[src/rtl/switch_pkg.sv]
// Shared switch constants and the one-hot destination decode used by the side logic.
package switch_pkg;

    localparam int NPORTS = 4;
    localparam int ADRW   = 2;

    function automatic logic [NPORTS-1:0] onehot4(input logic [ADRW-1:0] idx);
        logic [NPORTS-1:0] v;
        v      = '0;
        v[idx] = 1'b1;
        return v;
    endfunction

endpackage

[src/rtl/side_arbiter_if.sv]
// Transmit-port handshakes plus the internal transfer bus toward the opposite side's FIFOs.
interface side_arbiter_if
    import switch_pkg::*;
#(
    parameter int DW = 4
);

    logic [NPORTS-1:0]           validtx;
    logic [NPORTS-1:0][ADRW-1:0] adr_i;
    logic [NPORTS-1:0][DW-1:0]   dat_i;
    logic [NPORTS-1:0]           full_i;
    logic [NPORTS-1:0]           acktx;
    logic [NPORTS-1:0]           int_wen_o;
    logic [DW-1:0]               int_dat_o;
    logic                        gnt_vld_o;
    logic [ADRW-1:0]             gnt_idx_o;

    modport master (
        output validtx, adr_i, dat_i, full_i,
        input  acktx, int_wen_o, int_dat_o, gnt_vld_o, gnt_idx_o
    );

    modport slave (
        input  validtx, adr_i, dat_i, full_i,
        output acktx, int_wen_o, int_dat_o, gnt_vld_o, gnt_idx_o
    );

endinterface

[src/rtl/rr_pick4.sv]
// Combinational 4-way round-robin picker: first set request at or after ptr wins.
module rr_pick4
    import switch_pkg::*;
(
    input  logic [NPORTS-1:0] req,
    input  logic [ADRW-1:0]   ptr,
    output logic [NPORTS-1:0] gnt,
    output logic [ADRW-1:0]   idx,
    output logic              any
);

    logic [NPORTS-1:0] rot;
    logic [ADRW-1:0]   off;

    // rot[k] is the request k positions after ptr; the 2-bit index wraps mod 4
    generate
        for (genvar gi = 0; gi < NPORTS; gi++) begin : g_rot
            assign rot[gi] = req[ptr + ADRW'(gi)];
        end
    endgenerate

    always_comb begin
        off = '0;
        any = 1'b0;
        for (int k = NPORTS - 1; k >= 0; k--) begin
            if (rot[k]) begin
                off = ADRW'(k);
                any = 1'b1;
            end
        end
    end

    assign idx = ptr + off;
    assign gnt = any ? onehot4(idx) : '0;

endmodule

[src/rtl/side_arbiter.sv]
// Round-robin arbiter sharing one internal transfer bus among four transmit ports.
module side_arbiter
    import switch_pkg::*;
#(
    parameter int DW = 4
) (
    input  logic          clk_i,
    input  logic          rst_i,
    side_arbiter_if.slave bus
);

    logic [NPORTS-1:0] elig;
    logic [NPORTS-1:0] pick_gnt;
    logic [ADRW-1:0]   pick_idx;
    logic              pick_any;

    logic [ADRW-1:0]   ptr_reg, ptr_next;
    logic [NPORTS-1:0] wen_reg, wen_next;
    logic [NPORTS-1:0] ack_reg, ack_next;
    logic [DW-1:0]     dat_reg, dat_next;
    logic              vld_reg, vld_next;
    logic [ADRW-1:0]   idx_reg, idx_next;

    // The registered write enable and ack double as dst_mask and ack_mask: they
    // block the same destination and the same port for the cycle after a grant.
    generate
        for (genvar gi = 0; gi < NPORTS; gi++) begin : g_elig
            assign elig[gi] = bus.validtx[gi]
                            & ~bus.full_i[bus.adr_i[gi]]
                            & ~ack_reg[gi]
                            & ~wen_reg[bus.adr_i[gi]];
        end
    endgenerate

    rr_pick4 u_pick (
        .req (elig),
        .ptr (ptr_reg),
        .gnt (pick_gnt),
        .idx (pick_idx),
        .any (pick_any)
    );

    always_comb begin
        ptr_next = ptr_reg;
        wen_next = '0;
        ack_next = '0;
        dat_next = '0;
        vld_next = 1'b0;
        idx_next = '0;
        if (pick_any) begin
            ptr_next = pick_idx + ADRW'(1);
            wen_next = onehot4(bus.adr_i[pick_idx]);
            ack_next = pick_gnt;
            dat_next = bus.dat_i[pick_idx];
            vld_next = 1'b1;
            idx_next = pick_idx;
        end
    end

    always_ff @(posedge clk_i) begin
        if (rst_i) begin
            ptr_reg <= '0;
            wen_reg <= '0;
            ack_reg <= '0;
            dat_reg <= '0;
            vld_reg <= 1'b0;
            idx_reg <= '0;
        end else begin
            ptr_reg <= ptr_next;
            wen_reg <= wen_next;
            ack_reg <= ack_next;
            dat_reg <= dat_next;
            vld_reg <= vld_next;
            idx_reg <= idx_next;
        end
    end

    assign bus.int_wen_o = wen_reg;
    assign bus.acktx     = ack_reg;
    assign bus.int_dat_o = dat_reg;
    assign bus.gnt_vld_o = vld_reg;
    assign bus.gnt_idx_o = idx_reg;

endmodule
[src/flat_wrapper.sv]
// flat-port wrapper written by rule: the top's interface ports become plain ports
module side_arbiter_flat import switch_pkg::*;
#(
    parameter int DW = 4
)
  (clk_i, rst_i, bus_validtx, bus_adr_i, bus_dat_i, bus_full_i, bus_acktx, bus_int_wen_o, bus_int_dat_o, bus_gnt_vld_o, bus_gnt_idx_o);
  side_arbiter_if #(.DW(DW)) bus_i ();
  input  logic clk_i;
  input  logic rst_i;
  input wire logic [$bits(bus_i.validtx)-1:0] bus_validtx;
  input wire logic [$bits(bus_i.adr_i)-1:0] bus_adr_i;
  input wire logic [$bits(bus_i.dat_i)-1:0] bus_dat_i;
  input wire logic [$bits(bus_i.full_i)-1:0] bus_full_i;
  output wire logic [$bits(bus_i.acktx)-1:0] bus_acktx;
  output wire logic [$bits(bus_i.int_wen_o)-1:0] bus_int_wen_o;
  output wire logic [$bits(bus_i.int_dat_o)-1:0] bus_int_dat_o;
  output wire logic [$bits(bus_i.gnt_vld_o)-1:0] bus_gnt_vld_o;
  output wire logic [$bits(bus_i.gnt_idx_o)-1:0] bus_gnt_idx_o;
  assign bus_i.validtx = bus_validtx;
  assign bus_i.adr_i = bus_adr_i;
  assign bus_i.dat_i = bus_dat_i;
  assign bus_i.full_i = bus_full_i;
  assign bus_acktx = bus_i.acktx;
  assign bus_int_wen_o = bus_i.int_wen_o;
  assign bus_int_dat_o = bus_i.int_dat_o;
  assign bus_gnt_vld_o = bus_i.gnt_vld_o;
  assign bus_gnt_idx_o = bus_i.gnt_idx_o;
  side_arbiter #(.DW(DW)) u_core (.clk_i(clk_i), .rst_i(rst_i), .bus(bus_i));
endmodule
[config.mk]
export PLATFORM = sky130hd
export DESIGN_NAME = side_arbiter_flat
export DESIGN_NICKNAME = d
export VERILOG_FILES = /design/src/rtl/switch_pkg.sv /design/src/rtl/side_arbiter_if.sv /design/src/rtl/rr_pick4.sv /design/src/rtl/side_arbiter.sv /design/src/flat_wrapper.sv
export SDC_FILE = /design/constraint.sdc
export NUM_CORES = 1
export LEC_CHECK = 0
export ABC_AREA = 1
export BUFFER_PORTS_ARGS = -buffer_cell sky130_fd_sc_hd__buf_4
export CAP_MARGIN = 30
export CORE_MARGIN = 3
export CORE_UTILIZATION = 40
export CTS_BUF_LIST = sky130_fd_sc_hd__clkbuf_4
export DETAILED_ROUTE_END_ITERATION = 7
export PLACE_DENSITY = 0.75
export SYNTH_ARGS = -nofsm -noshare
export SYNTH_HDL_FRONTEND = slang
export SYNTH_SLANG_ARGS = --single-unit
[constraint.sdc]
create_clock -name clk_i -period 4.3 [get_ports clk_i]
set_clock_uncertainty 0.1 [all_clocks]
set_input_delay 0.86 -clock clk_i [delete_from_list [all_inputs] [get_ports clk_i]]
set_output_delay 0.86 -clock clk_i [all_outputs]
set_load 0.01 [all_outputs]
======== Word-level counts from Yosys, hierarchy flattened ========
Index checks and enable logic that the tools add are counted.
word-level totals
  register bits after elaboration ......... 17
  input bits .............................. 34
  output and inout bits ................... 15
  logic and storage cells ................. 92
operators by class
  $add $sub $neg .......................... 5
  magnitude comparators ................... 12
  multiplexer cells ....................... 41
  bitwise operators ....................... 25
  reductions and logical operators ........ 3
operators by type and width
  cell                   count
  $lt A2 B3 Y1 const B   10
  $bmux W1 S2            12
  $mux W1                19
  $not A1 Y1             13
  $and A1 B1 Y1          12
  $mux W2                5
  $bmux W4 S2            1
  $add A2 B1 Y2 const B  2
  $add A2 B2 Y2 const B  2
  $bmux W2 S2            1
  $demux W1 S2           2
  $ge A2 B1 Y1 const B   2
  $mux W4                1
  $add A2 B2 Y2          1
  $logic_and A1 B1 Y1    2
  $reduce_or A2 Y1       1

======== Depth between registers and ports, before layout ========
Gate-level depths: netlist (run 1).
  depth after elaboration ................. 19
  mapped depth ............................ 19
  gate-level depth less buffers ........... 18

======== By module ========
A second synthesis (run 1) with hierarchy kept.
second synthesis, totals
  cell total of the unflattened synthesis .. 231
  area, all modules ....................... 1342.5 um^2
by module, submodules not included
  module        times used  cells each  area each (um^2)  sequential area each (um^2)
  side_arbiter  1           162         933.4             340.3
  rr_pick4      1           69          409.1             0.0

======== Worst setup path before layout (run 1) ========
OpenSTA, ideal clock, no wires.
  path type ............................... input-to-reg
  start point ............................. input bus_full_i[0]
  end point ............................... register u_core.ptr_reg[1]
  library setup time ...................... 121 ps
  arrival ................................. 2695 ps
  data required time ...................... 4079 ps
  path slack .............................. 1383 ps
  stages .................................. 17
  path buffers ............................ 1
  path through ............................ nor2_2 nand2_1 nand3_1 nand3_2 nand2_1 nand3_1 nand2_2 inv_1 a21oi_1 ha_1 xor2_1 inv_1 nand3_4 nand2_4 buf_6 nand3_1 nand3_1
on the way
  cells in the longest elaborated chain, start to end .. 14
  elaborated cells on any way between the ends .. 42
  classes of those cells .................. add/sub: 2; mux: 24; bitwise: 16
ends and longest elaborated chain
  item                           RTL line            text
  start: declaration             flat_wrapper.sv:13  input wire logic [$bits(bus_i.full_i)-1:0] bus_full_i;
  $bmux W1 S2                    side_arbiter.sv:29  & ~bus.full_i[bus.adr_i[gi]]
  $mux W1 (not written as such)  side_arbiter.sv:29
  $not A1 Y1                     side_arbiter.sv:29
  $and A1 B1 Y1                  side_arbiter.sv:29
  $and A1 B1 Y1                  side_arbiter.sv:30  & ~ack_reg[gi]
  $and A1 B1 Y1                  side_arbiter.sv:31  & ~wen_reg[bus.adr_i[gi]];
  $bmux W1 S2                    rr_pick4.sv:18      assign rot[gi] = req[ptr + ADRW'(gi)];
  $mux W1 (not written as such)  rr_pick4.sv:18
  $mux W2 (4 in series)          rr_pick4.sv:26      if (rot[k]) begin
  $add A2 B2 Y2                  rr_pick4.sv:33      assign idx = ptr + off;
  $add A2 B1 Y2                  side_arbiter.sv:51  ptr_next = pick_idx + ADRW'(1);
  end signal: assignment         side_arbiter.sv:69  ptr_reg <= ptr_next;
  end: declaration               side_arbiter.sv:17  logic [ADRW-1:0] ptr_reg, ptr_next;
Parallel ways exist; a longest one is shown, timed or not. The select of a mux whose other input is x is not followed.
A chain may end at the register's enable or synchronous reset.

======== Final worst setup path (run 1) ========
  start point ............................. input bus_full_i[0]
  end point ............................... register u_core.dat_reg[3], in the netlist u_core.bus.int_dat_o[3]
on the way
  cells in the longest elaborated chain, start to end .. 15
  elaborated cells on any way between the ends .. 45
  classes of those cells .................. add/sub: 1; mux: 26; bitwise: 17; reduce/logical: 1
ends and longest elaborated chain
  item                           RTL line            text
  $bmux W1 S2                    side_arbiter.sv:29
  $mux W1 (not written as such)  side_arbiter.sv:29
  $not A1 Y1                     side_arbiter.sv:29
  $and A1 B1 Y1                  side_arbiter.sv:29
  $and A1 B1 Y1                  side_arbiter.sv:30
  $and A1 B1 Y1                  side_arbiter.sv:31
  $bmux W1 S2                    rr_pick4.sv:18
  $mux W1 (not written as such)  rr_pick4.sv:18
  $mux W2 (4 in series)          rr_pick4.sv:26
  $add A2 B2 Y2                  rr_pick4.sv:33
  $bmux W4 S2                    side_arbiter.sv:54  dat_next = bus.dat_i[pick_idx];
  $mux W4 (not written as such)  side_arbiter.sv:54
  end signal: assignment         side_arbiter.sv:72  dat_reg <= dat_next;
  end: declaration               side_arbiter.sv:20  logic [DW-1:0] dat_reg, dat_next;
Parallel ways exist; a longest one is shown, timed or not. The select of a mux whose other input is x is not followed.

==> out/results.ini, run 1 <==
[status]
status = complete, no violations

[finish]
layout_commonest_cell = nand2_1
num-nets-final = 279
fillCellCount = 293
final_cell_mix = nand2_1, buf_4, nand3_1
drive_gt1_frac = 0.3140
n_antenna_cell = 0
synthToLayoutAreaGrowth_pct = 32.65

[flow_run]
drv_cap = 0

[min_path]
min_from = u_core.ptr_reg[0]$_SDFFE_PP0P_
min_path_cells = 2
hold_class = reg2reg
holdPathEnd = u_core.ptr_reg[0]$_SDFFE_PP0P_

[pwr]
p_switching_uw = 763.8
max-vdd-ir-drop_uv = 419.7
power_density_mw_per_mm2 = 871.1
intPower_uw = 644.3
p_comb_frac = 0.754
power.leakage_uw = 0.0009076
power_uw = 1408
switching_share = 0.5424
clkPwrFrac = 0.063
p_seq_frac = 0.182

[global_route]
grt_pass1_vias = 1158
grt-ovfl-total = 0
grtUsageTotal = 0.1639
grt_pass1_wl_um = 4602
grt_max_degree = 15
antenna_found_initial = 0

[placed_design]
hpwlAfterDp_um = 2380
io_buffers = 48
gp_congestion = 0.9239

[timing]
slew-limit-headroom = 0.7066
setup_viol = 0
worst_pin_slew_ps = 435.5
period_share = 0.6897
rsz0062_at_grt = no
finalSetupTns_ps = 0
hold_viol = 0
fmax_ghz = 0.3372
drv_slew = 0
fin_crit_ps = 2966

[logic_synthesis]
synth.avg_cell_area_um2 = 6.282
synth_cells = 194
netlist_area_mm2 = 0.001219
yosys_warnings = 0
yosys_register_bits = 17
ys_types = 25
syn_nets = 230
ys_seq_area_frac = 0.2793

[detailed_routing]
wl_per_cell_um = 10.20
vias = 1287
vias_per_cell = 4.714
drc = 0
routed.top_layer = met4
wl_met2_um = 1233
wl_met3_um = 278
firstDrtPassIters = 4
wl_met1_um = 1221
ant_nets = 0
first_iter_violations = 60
totalWireLength_um = 2785

[cts]
cts_hold_buf = 0
cts_buffers = 3
path_clk_slew_ps = 90
cts_setup_buffers = 0
h-tree-depth = 1
clk_latency_ps = 290
cts_tree = built
cts_resized = 0
cts_root_buffer = clkbuf_4
clock_sinks = 17
clock_path_buffers = 2

[critical_path]
r2r_slack_ps = 1660
r2r-start = u_core.bus.int_wen_o[0]$_SDFF_PP0_
required_ps = 4430
reg2regPathDepth = 17
r2r-end = u_core.bus.int_dat_o[3]$_SDFF_PP0_
cp_data_arrival_time_ps = 3100
cp-start-kind = input port
critical_path_class = in2reg
endpoint_kind = flip-flop
path_max_fanout = 13

[floorplanning]
die_w_um = 61.20
initial_core_util = 0.4308
core_area_mm2 = 0.002829
die_area_mm2 = 0.003745
pin_count = 49
num_rows = 19
dieHeight_um = 61.20

==> power groups by stage <==
| stage | logic (uW) | registers [uW] | clock network [uW] |
|---|---|---|---|
| 6_report | 1060 | 257 | 89.2 |
| 5_1_grt | 1230 | 263 | 99.2 |
| 4_1_cts | 1080 | 257 | 91.7 |
| 3_5_place_dp | 1070 | 261 | 0 |
| 3_3_place_gp | 1060 | 262 | 0 |
| 2_1_floorplan | 872 | 263 | 0 |
==> through the flow <==
stage               instance area (um2)  hold WS, ps    util  std cells  setup WS (ps)
floorplan                          1219        484.0       -        194           1383
global placement                   1587        516.4  0.5608        269           1036
detailed placement                 1587        519.2  0.5608        269           1019
CTS                                1617        532.9  0.5714        273           1310
global route                       1617        555.5  0.5714        273           1050
finish                             1617        528.3  0.5714        273           1334
==> worst max-delay path by stage <==
stage                                                     to          start  slack [ps]  cells past startpoint
after floorplan               u_core.ptr_reg[1]$_SDFFE_PP0P_  bus_full_i[0]        1380                     17
after global placement    u_core.bus.int_dat_o[1]$_SDFF_PP0_  bus_full_i[0]        1040                     18
after detailed placement  u_core.bus.int_dat_o[3]$_SDFF_PP0_  bus_full_i[0]        1020                     18
after CTS                 u_core.bus.int_dat_o[3]$_SDFF_PP0_  bus_full_i[0]        1310                     18
after global routing      u_core.bus.int_dat_o[3]$_SDFF_PP0_  bus_full_i[0]        1050                     18
final                     u_core.bus.int_dat_o[3]$_SDFF_PP0_  bus_full_i[0]        1330                     18
==> critical path, stage by stage <==
cell	delay (ps)
buf_4	110
nor2_2	140
nand2_1	70
nand3_1	90
nand3_2	90
nand2_1	80
nand3_1	110
nand2_2	120
inv_1	40
a21oi_1	180
ha_1	190
xor2_1	290
inv_1	120
nand3_4	130
nand2_4	120
inv_1	180
nor2_1	60
nor2_1	90
==> Yosys cell counts <==
| cell | number | area share |
|---|---|---|
| nand2_1 | 69 | 0.21 |
| nand3_1 | 21 | 0.086 |
| inv_1 | 20 | 0.062 |
| nor2_1 | 20 | 0.062 |
| dfxtp_1 | 17 | 0.28 |
| nand2_2 | 6 | 0.031 |
| o21ai_0 | 5 | 0.021 |
| nand3_2 | 4 | 0.033 |
| nor2_4 | 4 | 0.037 |
| o21ai_1 | 4 | 0.016 |
| inv_2 | 3 | 0.0092 |
| nand2_4 | 3 | 0.028 |
| buf_6 | 2 | 0.018 |
| ha_1 | 2 | 0.021 |
| nand3b_1 | 2 | 0.012 |
| nor2_2 | 2 | 0.010 |
| nor3_1 | 2 | 0.0082 |
| a21oi_1 | 1 | 0.0041 |
| buf_2 | 1 | 0.0041 |
| clkbuf_1 | 1 | 0.0031 |
| clkinv_1 | 1 | 0.0031 |
| nand3_4 | 1 | 0.014 |
| nand4_1 | 1 | 0.0051 |
| xnor2_2 | 1 | 0.013 |
| xor2_1 | 1 | 0.0072 |
==> metal layers <==
layer  track usage  vias to the layer above
li1              -                      695
met1        0.2048                      538
met2        0.2659                       49
met3       0.03983                        5
met4       0.07430                        0
met5             0                        -
==> kinds of logic after synthesis <==
kind of cell | share of synthesized area
buffers and inverters | 0.09958
and+or+nand+nor | 0.5390
xor gates and xnor gates | 0.02054
adders and majority gates | 0.02053
DFF | 0.2793
AOI/OAI and AO/OA | 0.04106
==> layout make-up <==
cell class,count,area (um2),share of cell area
sequential,17,340.3,0.2105
tap,31,38.79,0.02399
clock buffer,4,30.03,0.01858
timing repair buffer,48,360.3,0.2229
multi-input combinational,149,757.0,0.4683
inverter,24,90.09,0.05573
Power figures use the tool's default switching activity.
==> inputs of run 2 (changes only) <==
Clock period 4.3 ns to 2.8 ns, I/O delays scaled along.
==> out/results.ini, run 2 (same netlist as run 1, synthesis figures left out) <==
[detailed_routing]
drc = 0  ; unchanged
ant_nets = 0  ; unchanged
first_iter_violations = 61  ; +1.7%
totalWireLength_um = 2901  ; +4.2%
vias = 1344  ; +4.4%
vias_per_cell = 4.852  ; +2.9%
wl_per_cell_um = 10.47  ; +2.7%
firstDrtPassIters = 4  ; unchanged

[cts]
h-tree-depth = 1  ; unchanged
cts_buffers = 3  ; unchanged
clk_latency_ps = 280  ; about the same
cts_tree = built
cts_root_buffer = clkbuf_4
cts_hold_buf = 0  ; unchanged
path_clk_slew_ps = 90  ; about the same
clock_sinks = 17  ; unchanged
clock_path_buffers = 2  ; unchanged

[timing]
period_share = 0.9029
setup_viol = 0  ; unchanged
worst_pin_slew_ps = 419.5  ; -15.98 ps
fmax_ghz = 0.3956
slew-limit-headroom = 0.7174  ; +0.01077
rsz0062_at_grt = yes
fin_crit_ps = 2528
hold_viol = 0  ; unchanged
drv_slew = 0  ; unchanged

[critical_path]
cp_data_arrival_time_ps = 2610  ; -490 ps
endpoint_kind = flip-flop
path_max_fanout = 13  ; unchanged
reg2regPathDepth = 18  ; +1
cp-start-kind = input port
cp_cell_sequence = buf_4, nor2_2, nand2_1, nand3_1, nand3_2, nand2_1, nand3_1, nand2_2, inv_1, a21oi_1, ha_1, xor2_2, buf_4, nand2_4, nand2_8, clkinvlp_4, nor2_1, nor2_1
r2r_slack_ps = 290  ; -1370 ps
required_ps = 2890  ; -1540 ps
r2r-end = u_core.bus.int_dat_o[0]$_SDFF_PP0_
cpMaxStageDelayCell = ha_1
crit_path_max_incr_delay_ps = 220  ; -70 ps
critical_path_buf_inv_count = 4  ; unchanged
critical_path.top_delay_family = simple AND/OR/NAND/NOR gates
critical_path_class = in2reg
r2r-start = u_core.bus.int_wen_o[3]$_SDFF_PP0_

[floorplanning]
pin_count = 49  ; unchanged
core_area_mm2 = 0.002829  ; unchanged
num_rows = 19  ; unchanged
die_w_um = 61.20  ; unchanged
initial_core_util = 0.4308  ; unchanged
dieHeight_um = 61.20  ; unchanged
die_area_mm2 = 0.003745  ; unchanged

[flow_run]
drv_cap = 0  ; unchanged

[global_route]
grt_use_met1 = 0.2177  ; +0.01289
gr-usage-met3 = 0.02516  ; -0.01468
grt_pass1_vias = 1176  ; +1.6%
antenna_found_initial = 0  ; unchanged
grt_pass1_wl_um = 4788  ; +4.0%
grt_max_degree = 14  ; -1
grtUsageTotal = 0.1693  ; +0.005316
grt_use_met2 = 0.2840  ; +0.01813
grt-ovfl-total = 0  ; unchanged
grt_busiest_layer = met2

[finish]
drive_gt1_frac = 0.3333  ; +0.01928
synthToLayoutAreaGrowth_pct = 36.96
layout_commonest_cell = nand2_1
finalNonFillerCells = 277  ; +1.5%
num-nets-final = 283  ; +1.4%
fillCellCount = 284  ; -3.1%
fin_util = 0.5900  ; +0.01858
final_cell_mix = nand2_1, buf_4, nand3_1
n_antenna_cell = 0  ; unchanged

[pwr]
intPower_uw = 1073  ; +66%
p_comb_frac = 0.774  ; +0.020
power_density_mw_per_mm2 = 1391  ; +60%
switching_share = 0.5378  ; -0.004619
power.leakage_uw = 0.0009255  ; +2.0%
max-vdd-ir-drop_uv = 865.9  ; +110%
p_seq_frac = 0.172  ; -0.010
p_switching_uw = 1248  ; +63%
clkPwrFrac = 0.054  ; -0.009

[min_path]
hold_class = in2reg
min_from = rst_i
holdPathEnd = u_core.bus.gnt_vld_o$_SDFF_PP0_
min_path_cells = 2  ; unchanged

[placed_design]
gp_congestion = 0.9791  ; +6.0%
hpwlAfterDp_um = 2476  ; +4.0%
placed_cells = 273  ; +1.5%
io_buffers = 48  ; unchanged

[status]
status = complete, no violations

## run 2: what timing repair did
action / 4_1_cts / 5_1_grt
setup buffers: 0 / 0
resized for setup: 0 / 5
setup endpoints to repair: 0 / 7
## run 2: worst max path at each step
stage                                       startpoint                                 end  slack, ps  cells after the start
detailed placement                       bus_full_i[0]  u_core.bus.int_dat_o[0]$_SDFF_PP0_        -70                     18
finish                                   bus_full_i[2]  u_core.bus.int_dat_o[0]$_SDFF_PP0_        270                     18
floorplan                                bus_full_i[0]      u_core.ptr_reg[1]$_SDFFE_PP0P_        180                     17
CTS                                      bus_full_i[0]  u_core.bus.int_dat_o[0]$_SDFF_PP0_        220                     18
global placement                         bus_full_i[0]  u_core.bus.int_dat_o[0]$_SDFF_PP0_        -60                     18
global route        u_core.bus.int_wen_o[1]$_SDFF_PP0_  u_core.bus.int_dat_o[3]$_SDFF_PP0_        -10                     17
## run 2: final cells by class
cell class	instances	area (um2)	share of cell area
multi-input cells	149	778.2	0.4663
inverters	24	93.84	0.05622
repair buffers	52	390.4	0.2339
clock inverters	1	5.005	0.002999
clock buffers	3	22.52	0.01349
flip-flops and latches	17	340.3	0.2039
well taps	31	38.79	0.02324
## run 2: per-stage QoR
| stage | setup WS (ps) | total power (uW) | instance area (um2) | hold WS, ps | TNS, ps |
|---|---|---|---|---|---|
| 6_report | 271.9 | 2321 | 1669 | 387.3 | 0 |
| 5_1_grt | -13.90 | 2605 | 1669 | 373.2 | -13.90 |
| 4_1_cts | 216.1 | 2269 | 1644 | 384.5 | 0 |
| 3_5_place_dp | -71.18 | 2137 | 1617 | 531.8 | -240.5 |
| 3_3_place_gp | -56.83 | 2115 | 1617 | 524.6 | -164.7 |
| 2_1_floorplan | 183.3 | 1743 | 1219 | 484.0 | 0 |
## run 2: layer usage
layer / vias to the layer above / part of all wire / wire length, um
met5: - / 0 / 0
li1: 710 / - / -
met3: 4 / 0.067 / 193
met1: 586 / 0.46 / 1324
met2: 44 / 0.46 / 1342
met4: 0 / 0.014 / 41
## run 2: worst reg2reg max path, delay by kind of cell, from the launching register on
kind	cells	cell delay, ps
fa+ha+maj	1	220
flops	1	400
simple gates	13	1060
buf+inv	2	290
xor+xnor	1	170
compound gates	1	180
## run 2: power by group through the flow
stage	combinational, uW	clock [uW]	sequential, uW
floorplan	1340	0	404
global placement	1710	0	404
detailed placement	1730	0	403
CTS	1740	129	398
global route	2050	145	409
finish	1800	125	400
